$ cat config.mk
export PLATFORM = sky130hd
export DESIGN_NAME = mem_access_unit
export DESIGN_NICKNAME = d
export VERILOG_FILES = /design/src/rtl/mem_pkg.sv /design/src/rtl/mem_lane_align.sv /design/src/rtl/mem_access_unit.sv
export SDC_FILE = /design/constraint.sdc
export NUM_CORES = 1
export LEC_CHECK = 0
export BUFFER_PORTS_ARGS = -buffer_cell sky130_fd_sc_hd__buf_2
export CELL_PAD_IN_SITES_DETAIL_PLACEMENT = 1
export CELL_PAD_IN_SITES_GLOBAL_PLACEMENT = 2
export CORE_AREA = 2 2 203 155
export DETAILED_ROUTE_END_ITERATION = 8
export DIE_AREA = 0 0 205 157
export GPL_ROUTABILITY_DRIVEN = 0
export GPL_TIMING_DRIVEN = 0
export PLACE_DENSITY_LB_ADDON = 0.1
export SLEW_MARGIN = 20
export SYNTH_ARGS = -nofsm -noshare
export SYNTH_HDL_FRONTEND = slang
export SYNTH_SLANG_ARGS = --single-unit
$ cat constraint.sdc
create_clock -name clk -period 8.1 [get_ports clk]
set_clock_uncertainty 0.05 [all_clocks]
set_input_delay 0.405 -clock clk [delete_from_list [all_inputs] [get_ports clk]]
set_output_delay 0.405 -clock clk [all_outputs]
set_load 0.01 [all_outputs]
$ cat src/rtl/mem_pkg.sv
// Shared encodings for the memory access stage: opcodes, access sizes, FSM states, fault causes.
// Latency: n/a (declarations only).
// Backpressure: n/a.
package mem_pkg;

    // Major opcodes that select a data-memory access
    localparam logic [6:0] OP_I_LOAD = 7'b0000011;
    localparam logic [6:0] OP_S      = 7'b0100011;

    // funct3 access size / sign encodings
    localparam logic [2:0] F3_B  = 3'b000;
    localparam logic [2:0] F3_H  = 3'b001;
    localparam logic [2:0] F3_W  = 3'b010;
    localparam logic [2:0] F3_D  = 3'b011;
    localparam logic [2:0] F3_BU = 3'b100;
    localparam logic [2:0] F3_HU = 3'b101;
    localparam logic [2:0] F3_WU = 3'b110;

    // Access state machine
    typedef enum logic [1:0] {
        ST_IDLE,
        ST_REQ,
        ST_WAIT,
        ST_RESP
    } state_t;

    // Fault cause codes reported to the trap logic
    localparam logic [1:0] CAUSE_NONE        = 2'b00;
    localparam logic [1:0] CAUSE_MISALIGN    = 2'b01;
    localparam logic [1:0] CAUSE_BUS_TIMEOUT = 2'b10;
    localparam logic [1:0] CAUSE_ILLEGAL     = 2'b11;

    function automatic logic is_mem_op(input logic [6:0] op);
        return (op == OP_I_LOAD) || (op == OP_S);
    endfunction

endpackage

$ cat src/rtl/mem_lane_align.sv
// Byte-lane steering: enables and store replication from size/offset, load extract/extend, fault flags.
// Latency: purely combinational.
// Backpressure: none; follows its inputs.
module mem_lane_align
    import mem_pkg::*;
#(
    parameter  int XLEN   = 32,
    localparam int NBYTES = XLEN / 8,
    localparam int OFFW   = $clog2(NBYTES)
) (
    input  logic [2:0]        funct3,
    input  logic              is_store,
    input  logic [OFFW-1:0]   offset,
    input  logic [XLEN-1:0]   store_data,
    input  logic [XLEN-1:0]   load_data,
    output logic [NBYTES-1:0] byte_sel,
    output logic [XLEN-1:0]   store_lanes,
    output logic [XLEN-1:0]   load_value,
    output logic              misaligned,
    output logic              illegal
);

    logic [1:0]      size_log;
    logic            sx;
    int              nb;
    int              off;
    logic [XLEN-1:0] shifted;

    // Decode access size; unsigned variants only exist for loads, 64-bit sizes only on RV64
    always_comb begin
        illegal  = 1'b1;
        size_log = 2'd0;
        case (funct3)
            F3_B:  begin illegal = 1'b0;     size_log = 2'd0; end
            F3_H:  begin illegal = 1'b0;     size_log = 2'd1; end
            F3_W:  begin illegal = 1'b0;     size_log = 2'd2; end
            F3_D:  begin illegal = (XLEN != 64); size_log = 2'd3; end
            F3_BU: begin illegal = is_store; size_log = 2'd0; end
            F3_HU: begin illegal = is_store; size_log = 2'd1; end
            F3_WU: begin illegal = is_store || (XLEN != 64); size_log = 2'd2; end
            default: begin illegal = 1'b1;   size_log = 2'd0; end
        endcase
    end

    // Lane enables, store replication and alignment check
    always_comb begin
        nb         = 1 << size_log;
        off        = int'(offset);
        misaligned = !illegal && ((off & (nb - 1)) != 0);
        byte_sel   = '0;
        store_lanes = '0;
        for (int i = 0; i < NBYTES; i++) begin
            byte_sel[i]          = (i >= off) && (i < off + nb);
            store_lanes[8*i +: 8] = store_data[8*(i & (nb - 1)) +: 8];
        end
    end

    // Load lane extract, then sign or zero extension (funct3[2] marks unsigned)
    always_comb begin
        shifted    = load_data >> {offset, 3'b000};
        sx         = !funct3[2];
        load_value = shifted;
        case (size_log)
            2'd0: begin
                load_value       = {XLEN{sx & shifted[7]}};
                load_value[7:0]  = shifted[7:0];
            end
            2'd1: begin
                load_value       = {XLEN{sx & shifted[15]}};
                load_value[15:0] = shifted[15:0];
            end
            2'd2: begin
                load_value       = {XLEN{sx & shifted[31]}};
                load_value[31:0] = shifted[31:0];
            end
            default: load_value = shifted;
        endcase
    end

endmodule

$ cat src/rtl/mem_access_unit.sv
// Pipeline memory stage: loads/stores over a busy/done RAM handshake with fault detection and watchdog.
// Latency: non-memory ops 0 cycles; accesses answer in RESP after IDLE+REQ (+1 per busy/wait cycle).
// Backpressure: stall_req_o holds upstream in IDLE (mem op), REQ and WAIT; ram_busy holds the request.
module mem_access_unit
    import mem_pkg::*;
#(
    parameter  int XLEN    = 32,
    parameter  int TIMEOUT = 255,
    localparam int NBYTES  = XLEN / 8
) (
    input  logic              clk,
    input  logic              rst,
    input  logic [6:0]        aluop_i,
    input  logic [2:0]        funct3,
    input  logic              rd_we_i,
    input  logic [4:0]        rd_addr_i,
    input  logic [XLEN-1:0]   rd_data_i,
    input  logic [XLEN-1:0]   s_data_i,
    input  logic [XLEN-1:0]   ram_addr_i,
    output logic              rd_we,
    output logic [4:0]        rd_addr,
    output logic [XLEN-1:0]   rd_data,
    output logic              ram_ce,
    output logic              ram_we_o,
    output logic [XLEN-1:0]   ram_addr_o,
    output logic [XLEN-1:0]   ram_data_o,
    output logic [NBYTES-1:0] ram_byte_sel_o,
    input  logic              ram_busy,
    input  logic              ram_done,
    input  logic [XLEN-1:0]   ram_data_i,
    output logic              stall_req_o,
    output logic              fault_o,
    output logic [1:0]        fault_cause_o,
    output logic              fault_is_store_o,
    output logic [XLEN-1:0]   fault_addr_o
);

    localparam int OFFW = $clog2(NBYTES);
    localparam int CW   = (TIMEOUT < 2) ? 1 : $clog2(TIMEOUT);
    localparam logic [CW-1:0] CNT_LAST = CW'((TIMEOUT > 0) ? TIMEOUT - 1 : 0);

    state_t            state, state_nxt;
    logic              is_store_q;
    logic [2:0]        f3_q;
    logic [XLEN-1:0]   addr_q;
    logic [XLEN-1:0]   sdata_q;
    logic [XLEN-1:0]   rdata_q;
    logic              rd_we_q;
    logic [4:0]        rd_addr_q;
    logic [XLEN-1:0]   rd_data_q;
    logic [1:0]        cause_q;
    logic [CW-1:0]     cnt;

    logic              mem_op;
    logic              in_idle;
    logic              bus_state;
    logic              accept_done;
    logic              timeout;
    logic [2:0]        la_f3;
    logic              la_store;
    logic [OFFW-1:0]   la_off;
    logic [NBYTES-1:0] la_bsel;
    logic [XLEN-1:0]   la_lanes;
    logic [XLEN-1:0]   la_load;
    logic              la_misaligned;
    logic              la_illegal;

    assign mem_op    = is_mem_op(aluop_i);
    assign in_idle   = (state == ST_IDLE);
    assign bus_state = (state == ST_REQ) || (state == ST_WAIT);

    // In IDLE the aligner checks the live instruction; afterwards it works from the latched access
    assign la_f3    = in_idle ? funct3 : f3_q;
    assign la_store = in_idle ? (aluop_i == OP_S) : is_store_q;
    assign la_off   = in_idle ? ram_addr_i[OFFW-1:0] : addr_q[OFFW-1:0];

    mem_lane_align #(.XLEN(XLEN)) u_align (
        .funct3      (la_f3),
        .is_store    (la_store),
        .offset      (la_off),
        .store_data  (sdata_q),
        .load_data   (rdata_q),
        .byte_sel    (la_bsel),
        .store_lanes (la_lanes),
        .load_value  (la_load),
        .misaligned  (la_misaligned),
        .illegal     (la_illegal)
    );

    assign accept_done = ((state == ST_REQ) && !ram_busy && ram_done) ||
                         ((state == ST_WAIT) && ram_done);
    assign timeout     = (TIMEOUT != 0) && bus_state && (cnt == CNT_LAST);

    // State register
    always_ff @(posedge clk or posedge rst) begin
        if (rst) state <= ST_IDLE;
        else     state <= state_nxt;
    end

    // Next-state logic; a completing transfer wins over a simultaneous watchdog expiry
    always_comb begin
        state_nxt = state;
        case (state)
            ST_IDLE: begin
                if (mem_op) state_nxt = (la_illegal || la_misaligned) ? ST_RESP : ST_REQ;
            end
            ST_REQ: begin
                if (!ram_busy && ram_done) state_nxt = ST_RESP;
                else if (timeout)          state_nxt = ST_RESP;
                else if (!ram_busy)        state_nxt = ST_WAIT;
            end
            ST_WAIT: begin
                if (ram_done || timeout) state_nxt = ST_RESP;
            end
            default: state_nxt = ST_IDLE;
        endcase
    end

    // Capture registers: access fields in IDLE, read data or timeout cause during the bus phase
    always_ff @(posedge clk or posedge rst) begin
        if (rst) begin
            is_store_q <= 1'b0;
            f3_q       <= '0;
            addr_q     <= '0;
            sdata_q    <= '0;
            rdata_q    <= '0;
            rd_we_q    <= 1'b0;
            rd_addr_q  <= '0;
            rd_data_q  <= '0;
            cause_q    <= CAUSE_NONE;
        end else if (in_idle && mem_op) begin
            is_store_q <= (aluop_i == OP_S);
            f3_q       <= funct3;
            addr_q     <= ram_addr_i;
            sdata_q    <= s_data_i;
            rd_we_q    <= rd_we_i;
            rd_addr_q  <= rd_addr_i;
            rd_data_q  <= rd_data_i;
            cause_q    <= la_illegal    ? CAUSE_ILLEGAL  :
                          la_misaligned ? CAUSE_MISALIGN : CAUSE_NONE;
        end else if (accept_done) begin
            rdata_q    <= ram_data_i;
        end else if (timeout) begin
            cause_q    <= CAUSE_BUS_TIMEOUT;
        end
    end

    // Watchdog: zero in IDLE so the first REQ cycle counts as 0, then counts through REQ/WAIT
    always_ff @(posedge clk or posedge rst) begin
        if (rst)            cnt <= '0;
        else if (in_idle)   cnt <= '0;
        else if (bus_state) cnt <= cnt + 1'b1;
    end

    // Outputs; everything is forced low while reset is held, including the passthrough path
    always_comb begin
        rd_we            = 1'b0;
        rd_addr          = '0;
        rd_data          = '0;
        ram_ce           = 1'b0;
        ram_we_o         = 1'b0;
        ram_addr_o       = '0;
        ram_data_o       = '0;
        ram_byte_sel_o   = '0;
        stall_req_o      = 1'b0;
        fault_o          = 1'b0;
        fault_cause_o    = CAUSE_NONE;
        fault_is_store_o = 1'b0;
        fault_addr_o     = '0;
        if (!rst) begin
            case (state)
                ST_IDLE: begin
                    if (mem_op) begin
                        stall_req_o = 1'b1;
                    end else begin
                        rd_we   = rd_we_i;
                        rd_addr = rd_addr_i;
                        rd_data = rd_data_i;
                    end
                end
                ST_REQ, ST_WAIT: begin
                    stall_req_o    = 1'b1;
                    ram_ce         = 1'b1;
                    ram_we_o       = is_store_q;
                    ram_addr_o     = {addr_q[XLEN-1:OFFW], {OFFW{1'b0}}};
                    ram_byte_sel_o = la_bsel;
                    ram_data_o     = is_store_q ? la_lanes : '0;
                end
                default: begin
                    if (cause_q != CAUSE_NONE) begin
                        fault_o          = 1'b1;
                        fault_cause_o    = cause_q;
                        fault_is_store_o = is_store_q;
                        fault_addr_o     = addr_q;
                    end else if (is_store_q) begin
                        rd_we   = rd_we_q;
                        rd_addr = rd_addr_q;
                        rd_data = rd_data_q;
                    end else begin
                        rd_we   = rd_we_q;
                        rd_addr = rd_addr_q;
                        rd_data = la_load;
                    end
                end
            endcase
        end
    end

endmodule

# Word-level counts from Yosys, hierarchy flattened
# Index checks and enable logic that the tools add are counted.
# totals
wordCells	139
regBits	150
in_bits	148
# op_classes
n_bitwise	4
shifts	5
n_reduce_logical	34
magnitude_cmp	7
addsub	3
muxes	59
eq_ne	16
# ops
operator	count
2-to-1 mux 32 bit	12
case mux 32 bit (2 select lines)	2
less-than comparator 3 x 32 -> 1 bit, first input constant	2
indexed part select 32 x 6 -> 8 bit	2
adder 3 x 32 -> 32 bit	1
bitwise AND 3 x 32 -> 32 bit	1
less-than comparator 1 x 32 -> 1 bit, first input constant	1
less-than comparator 2 x 32 -> 1 bit, first input constant	1
nonzero test 32 bit	1
indexed part select 32 x 5 -> 8 bit	1
<< shifter 1 x 2 -> 32 bit, first input constant	1
right shift 32 x 5 -> 32 bit	1
subtractor 32 x 2 -> 32 bit, second input constant	1
2-to-1 mux 2 bit	14
2-to-1 mux 1 bit	17
2-to-1 mux 8 bit	2
2-to-1 mux 5 bit	3
case mux 2 bit (3 select lines)	2
logical AND 1 bit	10
case mux 5 bit (2 select lines)	1
equality test 3 bit, second input constant	3
adder 8 x 1 -> 8 bit, second input constant	1
equality test 8 bit, second input constant	1
2-to-1 mux 4 bit	2
24 further kinds	45

# Longest topological paths before layout
# Gate-level depths: netlist (run 1).
# logic_depth
ltp_word	14
mapped_depth	18

# Cells and area by module
# From an unflattened synthesis (run 1), not the netlist that was laid out.
# unflattened
hier_cells	1084
area_unflattened_um2	9364.0
# modules_own_cells
mod	area_per_inst_um2	cells_each	seq_area_each_um2	instances
mem_access_unit	7803.7	899	3753.6	1
mem_lane_align	1560.2	185	0.0	1

# Worst setup path before layout (run 1)
# OpenSTA, ideal clock, no wires.
# synth_path
path_kind	input to output
from	input rst
to	output rd_data[10]
slack_ns	1.595
n_path_buf	2
arrival_time_ns	6.050
path_stages	5
required_time_ns	7.645
cell_sequence	clkbuf_1 -> inv_1 -> clkbuf_1 -> o2111ai_1 -> o21ai_0
# synth_via
elab_chain_len	1
# synth_rtl
item	line_no	text
from (decl)	mem_access_unit.sv:12	input logic rst,
2-to-1 mux 32 bit	mem_access_unit.sv:170	if (!rst) begin
to (decl)	mem_access_unit.sv:22	output logic [XLEN-1:0] rd_data,
# Every way passes these cells.

# Worst setup path after layout (run 1)
# layout_path
from	register state[0]
to	output rd_data[23]
# layout_via
elab_chain_len	11
# layout_rtl
item	line_no	text
from (decl)	mem_access_unit.sv:42	state_t state, state_nxt;
from (signal assigned)	mem_access_unit.sv:97	else state <= state_nxt;
logical NOT 2 bit	mem_access_unit.sv:69, mem_access_unit.sv:171	
2-to-1 mux 3 bit	mem_access_unit.sv:73	assign la_f3 = in_idle ? funct3 : f3_q;
equality test 3 x 2 -> 1 bit, or another cell as far along	mem_lane_align.sv:33	case (funct3)
OR reduction 2 bit (no source line)	--	
case mux 2 bit (3 select lines)	mem_lane_align.sv:33	
equality test 2 x 1 -> 1 bit / logical NOT 2 bit (equally long branches)	mem_lane_align.sv:63	case (size_log)
case mux 32 bit (2 select lines)	mem_lane_align.sv:63	
2-to-1 mux 32 bit	mem_access_unit.sv:195	end else if (is_store_q) begin
2-to-1 mux 32 bit	mem_access_unit.sv:190	if (cause_q != CAUSE_NONE) begin
case mux 32 bit (2 select lines) *	mem_access_unit.sv:171	case (state)
2-to-1 mux 32 bit *	mem_access_unit.sv:170	
# Mark *: on every way between the ends. The rest lies on a longest branch, timed or not.

==> results of run 1 <==
## cells by family (layout without fill, tap and decap cells)
group	count (synthesis)	count (layout)	share of synthesized area
and+or+nand+nor	521	521	0.258
DFF	150	150	0.435
AOI/OAI and AO/OA	142	142	0.123
muxes	94	94	0.114
buffers and inverters	88	412	0.0437
adders and majority gates	16	16	0.0240
xor gates and xnor gates	2	2	0.00203
other	1	4	0.000434
## metal layers
metal / vias up / GRT usage
met3: 32 / 0.0631
met2: 215 / 0.348
met4: 4 / 0.0596
met1: 4132 / 0.303
met5: - / 0
li1: 4023 / -
## layout by cell type, fill, tap and decap left out, drive strengths merged, types with 3 or more instances in the layout
master / n
clkinv: 5
o2bb2ai: 16
inv: 18
ha: 15
nand3: 14
and3: 12
mux2: 35
a22o: 6
a21o: 9
or2: 4
a21oi: 16
a22oi: 11
o2111ai: 8
nand2: 373
buf: 310
mux2i: 59
a221oi: 27
and2: 66
nor2b: 3
nor2: 37
o21ai: 34
clkinvlp: 4
nor3: 9
dfrtp: 150
clkbuf: 73
a211oi: 4
## area by class of cell
cell class                      count  area share
Inverter                           18     0.00600
Tap cell                          399      0.0444
Sequential cell                   150       0.334
Clock inverter                     11      0.0112
Clock buffer                       21      0.0400
Buffer                             70      0.0279
Multi-Input combinational cell    777       0.401
Antenna cell                        2    0.000445
Timing Repair Buffer              292       0.135
## flip-flops by register name (all words and copies together), names as in the netlist
register / count
addr_q: 32
rdata_q: 32
rd_addr_q: 5
state: 2
sdata_q: 32
is_store_q: 1
f3_q: 3
rd_we_q: 1
cnt: 8
cause_q: 2
rd_data_q: 32
## power by group through the flow
| stage | combinational [mW] | clock (mW) | sequential, mW |
|---|---|---|---|
| CTS | 1.79 | 0.829 | 1.21 |
| global placement | 1.74 | 0 | 1.22 |
| detailed placement | 1.78 | 0 | 1.22 |
| global route | 1.96 | 0.856 | 1.25 |
| floorplan | 1.20 | 0 | 1.14 |
| finish | 1.76 | 0.805 | 1.22 |
## synthesized netlist by cell type, types with 8 or more instances
cell type,n
sky130_fd_sc_hd__o21ai_0,34
sky130_fd_sc_hd__ha_1,15
sky130_fd_sc_hd__mux2i_1,59
sky130_fd_sc_hd__a21o_1,9
sky130_fd_sc_hd__a22oi_1,11
sky130_fd_sc_hd__clkbuf_1,52
sky130_fd_sc_hd__a21oi_1,16
sky130_fd_sc_hd__o2111ai_1,8
sky130_fd_sc_hd__mux2_2,32
sky130_fd_sc_hd__a221oi_1,25
sky130_fd_sc_hd__nand3_1,14
sky130_fd_sc_hd__nor3_1,8
sky130_fd_sc_hd__buf_2,8
sky130_fd_sc_hd__inv_1,17
sky130_fd_sc_hd__and2_1,64
sky130_fd_sc_hd__o2bb2ai_1,15
sky130_fd_sc_hd__nand2_1,373
sky130_fd_sc_hd__dfrtp_1,150
sky130_fd_sc_hd__and3_1,12
sky130_fd_sc_hd__nor2_1,36
## worst min-delay path: stages
cell and delay (ps):
sky130_fd_sc_hd__buf_2 70, sky130_fd_sc_hd__nand2_1 40, sky130_fd_sc_hd__nand2_1 40
## final timing paths
| check | depth (start not counted) | startpoint | endpoint |
|---|---|---|---|
| hold reg to reg | 2 | rd_data_q[16] | rd_data_q[16] |
| setup / recovery | 16 | state[0] | rd_data[23] |
| hold / removal | 3 | s_data_i[0] | sdata_q[0] |
| setup reg to reg | 18 | state[0] | state[1] |
| min in group asynchronous | 3 | rst | rd_data_q[8] |
| max in group asynchronous | 6 | rst | sdata_q[14] |
==> metrics.sh, run 1 <==
COMBINATIONALPOWERSHARE=0.466
TIMING.CRITICAL_PATH.CELLS='inv_1, ha_1, buf_6, clkbuf_1, mux2i_1, inv_1, ha_1, a221oi_1, buf_2, buf_2, inv_1, ha_1, nor3_1, a221oi_4, a221oi_1, buf_2'
DRIVE_ABOVE_1_SHARE=0.285
FINAL_DESIGN_AREA_NO_FILL_SQ_MM=0.0113
POST-SYNTH-TOP-AREA-FRACTION=0.435
ROUTE.DETAILED.VIAS_PER_INST=4.83
DRT-MET1-WL_UM=16600
PD_CELLS_mW_PER_MM2=336
CRITICALPATHCATEGORY='flip-flop to output port'
POST_CTS_RESIZE_COUNT=0
CRITICAL_PATH.STARTPOINT_TYPE='flip-flop'
SYNTH-EDFF-COUNT=0
FIN_WS_PS=2110
GRT.TOTAL_USAGE=0.223
FIN_WORST_HOLD_SLACK_PS=91.5
UTILIZATION=0.375
TOTAL_SETUP_VIOLATIONS_REPORTED_AT_THE_END_OF_THE_FLOW=0
GRT_PASS1_WL_UM=53600
SLEW_HEADROOM=0.421
PERIOD_MINUS_SLACK_PS=5990
WORST_SETUP_PATH_END_KIND='output port'
GRT_MAX_DEGREE=48
DIE-AREA_SQ_MM=0.0322
HOLDBUFCOUNTCTS=0
IR_WORST_VDD_V=0.000168
TIMING.SETUP.TNS_PS=0
P_SW_mW=1.64
POST-SYNTH-TOP-AREA-CELL='sky130_fd_sc_hd__dfrtp_1'
NUMBER_OF_ANTENNA_VIOLATIONS_AT_THE_FIRST_CHECK_IN_GLOBAL_ROUTING=2
CTS_ROOT_BUFFER='sky130_fd_sc_hd__clkbuf_16'
SEQ_AREA_SQ_MM=0.00375
FLOW.AREA_GROWTH_FROM_SYNTHESIS_PCT=30.3
TOTALWIRELENGTH_UM=35200
GRT_PASS1_VIAS=8900
CLKTRANSATPATHREGS_PS=60
DETAILEDROUTE.FIRSTITERATIONVIOLATIONS=403
WORST-PATH-MAX-FANOUT=10
NUM_IO_PINS=293
SYNTH_TOP_FLOP_CELL='sky130_fd_sc_hd__dfrtp_1'
FINALMAXSLEWVIOLATIONS=0
HP-CLASS='primary input to flip-flop'
MET2ROUTEDLENGTH_UM=15800
DRV_CAP=0
FINAL_HOLD_VIOL_COUNT=0
PLACED_AREA_SQ_MM=0.0107
NETS=1490
PLACEABLE_CORE_REGION_SQ_MM=0.0300
TOP_LAYER_USED='met5'
YS.WARNINGS.COUNT=0
DPL.CELL_COUNT=1706
DETAILEDPLACEMENTHPWL_UM=27200
SWSHARE=0.434
FILLER_FREE_CELL_COUNT_OF_THE_FINISHED_DESIGN=1740
POWER_FRAC_SEQ=0.321
PRE_CTS_SETUP_SLACK_PS=2540
TRITONCTS='done'
CTS_SETUP_BUFFERS=0
DR_TOTAL_VIAS=8406
SLOWEST_STAGE='sky130_fd_sc_hd__nor3_1'
CLOCK.FMAX_GHz=0.167
N_FILL_CELL=3700
NUMCTSBUFFERS=17
DIE_W_UM=205
TIGHTESTPINTRANSITION_PS=869
DRT_PASS1_ITERATIONS=5
DETAIL-ROUTE-ANTENNA-NETS=0
MULTIINPUTGATEAREA_SQ_MM=0.00451
FLOORPLAN.ROWS=55
CRITICAL_PATH_REQUIRED_TIME_PS=7650
INITIAL_UTILIZATION=0.288
SYNTH-ASYNC-RESET-RATIO=1.00
GLOBALROUTE.TOTALOVERFLOW=0
ROUTED_WIRE_LENGTH_PER_INSTANCE_UM=20.2
FINAL.PERIOD_UTILIZATION=0.739
CRITICAL_PATH.N_BUFFERS_INVERTERS=8
BUFFER_PORTS.INSERTED=289
HTREEDEPTH=4
WORSTPATHARRIVAL_PS=5530
CELLINTERNALPOWER_mW=2.14
CLOCKPOWERSHARE=0.213
POWER.TOTAL_mW=3.79
FLOORPLAN.DIE.HEIGHT_UM=157
YOSYSSEQAREASHARE=0.435
DRC_ERRORS=0
CLOCKBUFFERDEPTH=2
SYN-CELL-AREA_SQ_MM=0.00864
RRSETUPSLACK_PS=3150
SYNTHDISTINCTLIBCELLS=52
YOSYS_REGISTER_BITS=150
POSTSYNTHAREAPERCELL_SQ_UM=8.52
YOSYS-TOP-CELLS-AREA='sky130_fd_sc_hd__dfrtp_1 (43%), sky130_fd_sc_hd__nand2_1 (16%), sky130_fd_sc_hd__mux2i_1 (6.8%), sky130_fd_sc_hd__and2_1 (4.6%), sky130_fd_sc_hd__mux2_2 (4.2%)'
WORST_PATH_LARGEST_CELL_DELAY_PS=610
DETAILROUTE.WIRELENGTH.MET3_UM=2280
CLOCK_LATENCY_PS=460
CPLARGESTDELAYFAMILY='buffers and inverters'
CLOCK_SINKS=150
RSZ0062_AT_GRT='false'
CELLLEAKAGEPOWER_nW=6.08
RUN_STATUS='complete, no violations'
POST_SYNTH_INST_COUNT=1014
(Power assumes the default switching activity.)
==> run 2: changes to the inputs <==
--- a/config.mk
+++ b/config.mk
@@ -5,12 +5,13 @@
 export SDC_FILE = /design/constraint.sdc
 export NUM_CORES = 1
 export LEC_CHECK = 0
+export ABC_AREA = 1
 export BUFFER_PORTS_ARGS = -buffer_cell sky130_fd_sc_hd__buf_2
 export CELL_PAD_IN_SITES_DETAIL_PLACEMENT = 1
 export CELL_PAD_IN_SITES_GLOBAL_PLACEMENT = 2
-export CORE_AREA = 2 2 203 155
+export CORE_AREA = 2 2 214 164
 export DETAILED_ROUTE_END_ITERATION = 8
-export DIE_AREA = 0 0 205 157
+export DIE_AREA = 0 0 216 166
 export GPL_ROUTABILITY_DRIVEN = 0
 export GPL_TIMING_DRIVEN = 0
 export PLACE_DENSITY_LB_ADDON = 0.1
==> constraint.sdc (replaced) <==
create_clock -name clk -period 6.05 [get_ports clk]
set_clock_uncertainty 0.05 [all_clocks]
set_input_delay 0.3025 -clock clk [delete_from_list [all_inputs] [get_ports clk]]
set_output_delay 0.3025 -clock clk [all_outputs]
set_load 0.01 [all_outputs]
==> run 2 against run 1 <==
Net effect:
- combinational power rose by 130%
- first-iteration DRC count increased by 49%
- synthesized cell count up 26%
- largest power group unchanged
- count of clock-buffer cells in the layout stayed put
- power increased by 82%
- utilization fell by 1.6 points
- sequential power rose by 32%
- non-clock buffer count rose by 47
- worst setup slack got worse by 1400 ps
==> metrics.sh, run 2 <==
RUN_STATUS='complete, no violations'
DRV_CAP=0  # unchanged
DIE-AREA_SQ_MM=0.0359  # +11%
CLOCK_LATENCY_PS=450  # about the same
CLOCK.FMAX_GHz=0.189
CLOCK_SINKS=150  # unchanged
WORST_SETUP_PATH_END_KIND='output port'
TIGHTESTPINTRANSITION_PS=713  # -156 ps
DR_TOTAL_VIAS=9618  # +14%
CLOCKBUFFERDEPTH=2  # unchanged
POST_SYNTH_INST_COUNT=1278  # +26%
NUMBER_OF_ANTENNA_VIOLATIONS_AT_THE_FIRST_CHECK_IN_GLOBAL_ROUTING=0  # -2
FINAL_COMMON_CELL='sky130_fd_sc_hd__nand2_1'
TOTAL_SETUP_VIOLATIONS_REPORTED_AT_THE_END_OF_THE_FLOW=0  # unchanged
PLACEABLE_CORE_REGION_SQ_MM=0.0340  # +13%
NETS=1792  # +20%
SYNTH-EDFF-COUNT=0  # unchanged
CLKTRANSATPATHREGS_PS=60  # about the same
CRITPATHMOSTFREQUENTCELL='sky130_fd_sc_hd__inv_1'
GRT.TOTAL_USAGE=0.214  # -0.00899
DRT_PASS1_ITERATIONS=5  # unchanged
FILLER_FREE_CELL_COUNT_OF_THE_FINISHED_DESIGN=2098  # +21%
FINALMAXSLEWVIOLATIONS=0  # unchanged
GLOBALROUTE.TOTALOVERFLOW=0  # unchanged
WORST_PATH_LARGEST_CELL_DELAY_PS=550  # -60 ps
SWSHARE=0.491  # +0.0576
FINAL_HOLD_VIOL_COUNT=0  # unchanged
POWER_FRAC_SEQ=0.233  # -0.088
PD_CELLS_mW_PER_MM2=567  # +69%
GRT_PASS1_VIAS=10000  # +13%
DPL.CELL_COUNT=2028  # +19%
N_FILL_CELL=4327  # +17%
SYNTHMOSTINSTANTIATEDCELL='sky130_fd_sc_hd__nand2_1'
CRITICALPATHCATEGORY='flip-flop to output port'
FINAL_DESIGN_AREA_NO_FILL_SQ_MM=0.0122  # +8.2%
DRIVE_ABOVE_1_SHARE=0.241  # -0.0432
HP-CLASS='primary input to flip-flop'
GRT_MAX_DEGREE=72  # +50%
CLOCKPOWERSHARE=0.185  # -0.028
CRITICAL_PATH_REQUIRED_TIME_PS=5700  # -1950 ps
SLOWEST_STAGE='sky130_fd_sc_hd__clkbuf_1'
FIN_WS_PS=750  # -1360 ps
FLOW.AREA_GROWTH_FROM_SYNTHESIS_PCT=35.1
TIMING.SETUP.TNS_PS=0  # unchanged
POST-SYNTH-TOP-AREA-CELL='sky130_fd_sc_hd__dfrtp_1'
POST_CTS_RESIZE_COUNT=0  # unchanged
PRE_CTS_SETUP_SLACK_PS=1170  # -1380 ps
SYN-CELL-AREA_SQ_MM=0.00901  # +4.4%
LAYOUT.CELLS.MOST_COMMON_LIST='sky130_fd_sc_hd__nand2_1 (407), sky130_fd_sc_hd__buf_2 (309), sky130_fd_sc_hd__dfrtp_1 (150)'
YOSYSSEQAREASHARE=0.416  # -0.0182
PERIOD_MINUS_SLACK_PS=5300
CELLLEAKAGEPOWER_nW=6.43  # +5.8%
DRC_ERRORS=0  # unchanged
SYNTH_TOP_FLOP_CELL='sky130_fd_sc_hd__dfrtp_1'
CTS_ROOT_BUFFER='sky130_fd_sc_hd__clkbuf_16'
NUMCTSBUFFERS=17  # unchanged
INITIAL_UTILIZATION=0.265  # -0.0224
ROUTE.DETAILED.VIAS_PER_INST=4.58  # -5.1%
CELLINTERNALPOWER_mW=3.51  # +64%
YS.WARNINGS.COUNT=0  # unchanged
POST-SYNTH-TOP-AREA-FRACTION=0.416  # -0.0182
SYNTHDISTINCTLIBCELLS=48  # -7.7%
POWER.TOTAL_mW=6.90  # +82%
HOLDBUFCOUNTCTS=38  # +38
CRITICAL_PATH.STARTPOINT_TYPE='flip-flop'
TRITONCTS='done'
PLACED_AREA_SQ_MM=0.0111  # +4.1%
UTILIZATION=0.359  # -0.0164
IR_WORST_VDD_V=0.000184  # +9.2%
WORST-PATH-MAX-FANOUT=11  # +1
FIN_WORST_HOLD_SLACK_PS=14.7  # -76.8 ps
SLEW_HEADROOM=0.525  # +0.104
TIMING.CRITICAL_PATH.CELLS='inv_1, ha_1, buf_6, clkbuf_1, nand2_1, o21ai_0, inv_1, ha_1, inv_1, nand2_1, inv_1, nand2_4, buf_2, ha_1, buf_1, clkbuf_1, nor2_1, a211oi_1, buf_2'
WORSTPATHARRIVAL_PS=4950  # -580 ps
DIE_W_UM=216  # +5.4%
ANTENNA_CELLS=0  # -2
SYNTH_COMMON_CELLS='sky130_fd_sc_hd__nand2_1 (407), sky130_fd_sc_hd__dfrtp_1 (150), sky130_fd_sc_hd__o21ai_0 (143)'
DETAILEDPLACEMENTHPWL_UM=30300  # +11%
FLOORPLAN.DIE.HEIGHT_UM=166  # +5.7%
POSTSYNTHAREAPERCELL_SQ_UM=7.05  # -17%
HTREEDEPTH=4  # unchanged
GRT_PASS1_WL_UM=58900  # +9.9%
SYNTH-ASYNC-RESET-RATIO=1.00  # unchanged
BUFFER_PORTS.INSERTED=290  # +0.35%
YOSYS_REGISTER_BITS=150  # unchanged
NUM_IO_PINS=293  # unchanged
FLOORPLAN.ROWS=59  # +7.3%
COMBINATIONALPOWERSHARE=0.582  # +0.116
DETAILEDROUTE.FIRSTITERATIONVIOLATIONS=599  # +49%
CTS_SETUP_BUFFERS=0  # unchanged
P_SW_mW=3.39  # +110%
RSZ0062_AT_GRT='false'
YOSYS-TOP-CELLS-AREA='sky130_fd_sc_hd__dfrtp_1 (42%), sky130_fd_sc_hd__nand2_1 (17%), sky130_fd_sc_hd__o21ai_0 (7.9%), sky130_fd_sc_hd__inv_1 (5.7%), sky130_fd_sc_hd__nor2_1 (5.3%)'
FINAL.PERIOD_UTILIZATION=0.876
TOTALWIRELENGTH_UM=38100  # +8.4%
DETAIL-ROUTE-ANTENNA-NETS=0  # unchanged
ROUTED_WIRE_LENGTH_PER_INSTANCE_UM=18.2  # -10%
run 2: metal layers:
metal / wire (um) / vias to the layer above / share of wire / track usage
met5: 0 / - / 0 / 0
met4: 481 / 0 / 0.013 / 0.0497
met3: 1500 / 23 / 0.039 / 0.0368
met2: 17300 / 200 / 0.45 / 0.347
met1: 18800 / 4648 / 0.49 / 0.298
li1: - / 4747 / - / -
run 2: area by class of cell:
class / count / area (sq um) / share of cell area
plain buffers: 79 / 387 / 0.0318
clock buffers: 21 / 470 / 0.0386
clock inverters: 11 / 219 / 0.0180
inverters: 146 / 562 / 0.0461
multi-input cells: 904 / 4330 / 0.355
flip-flops and latches: 150 / 3750 / 0.308
well taps: 457 / 572 / 0.0470
repair buffers: 330 / 1890 / 0.155
run 2: cells by family (layout without fill, tap and decap cells):
kind of cell,count (synthesis),in the layout,share of synthesized area
other cells,1,2,0.000416
xor+xnor,1,1,0.000972
simple gates,602,602,0.277
buf+inv,225,587,0.104
compound gates,283,283,0.178
flops,150,150,0.416
fa+ha+maj,16,16,0.0230
run 2: power by group through the flow:
stage / Combinational [mW] / Clock [mW] / Sequential (mW)
global placement: 3.98 / 0 / 1.62
global route: 4.52 / 1.34 / 1.65
finish: 4.02 / 1.28 / 1.61
floorplan: 2.60 / 0 / 1.56
CTS: 4.09 / 1.31 / 1.61
detailed placement: 4.05 / 0 / 1.63
run 2: final timing paths:
check	start	end	slack, ps	depth (start not counted)
worst max-delay path	state[1]	ram_data_o[23]	750	19
worst min-delay path	ram_data_i[2]	rdata_q[2]	10	3
worst max register to register	state[1]	state[1]	1530	22
worst min register to register	rdata_q[2]	rdata_q[2]	420	2
max in group asynchronous	rst	rdata_q[23]	4810	5
min in group asynchronous	rst	rd_data_q[31]	110	3
run 2: critical path, delay by kind of cell (launching register included):
kind / cells / cell delay (ps)
AO/OA/AOI/OAI: 2 / 530
adder cells (fa/ha/maj): 3 / 780
buffers and inverters: 10 / 2340
flip-flops: 1 / 450
AND/OR/NAND/NOR: 4 / 390
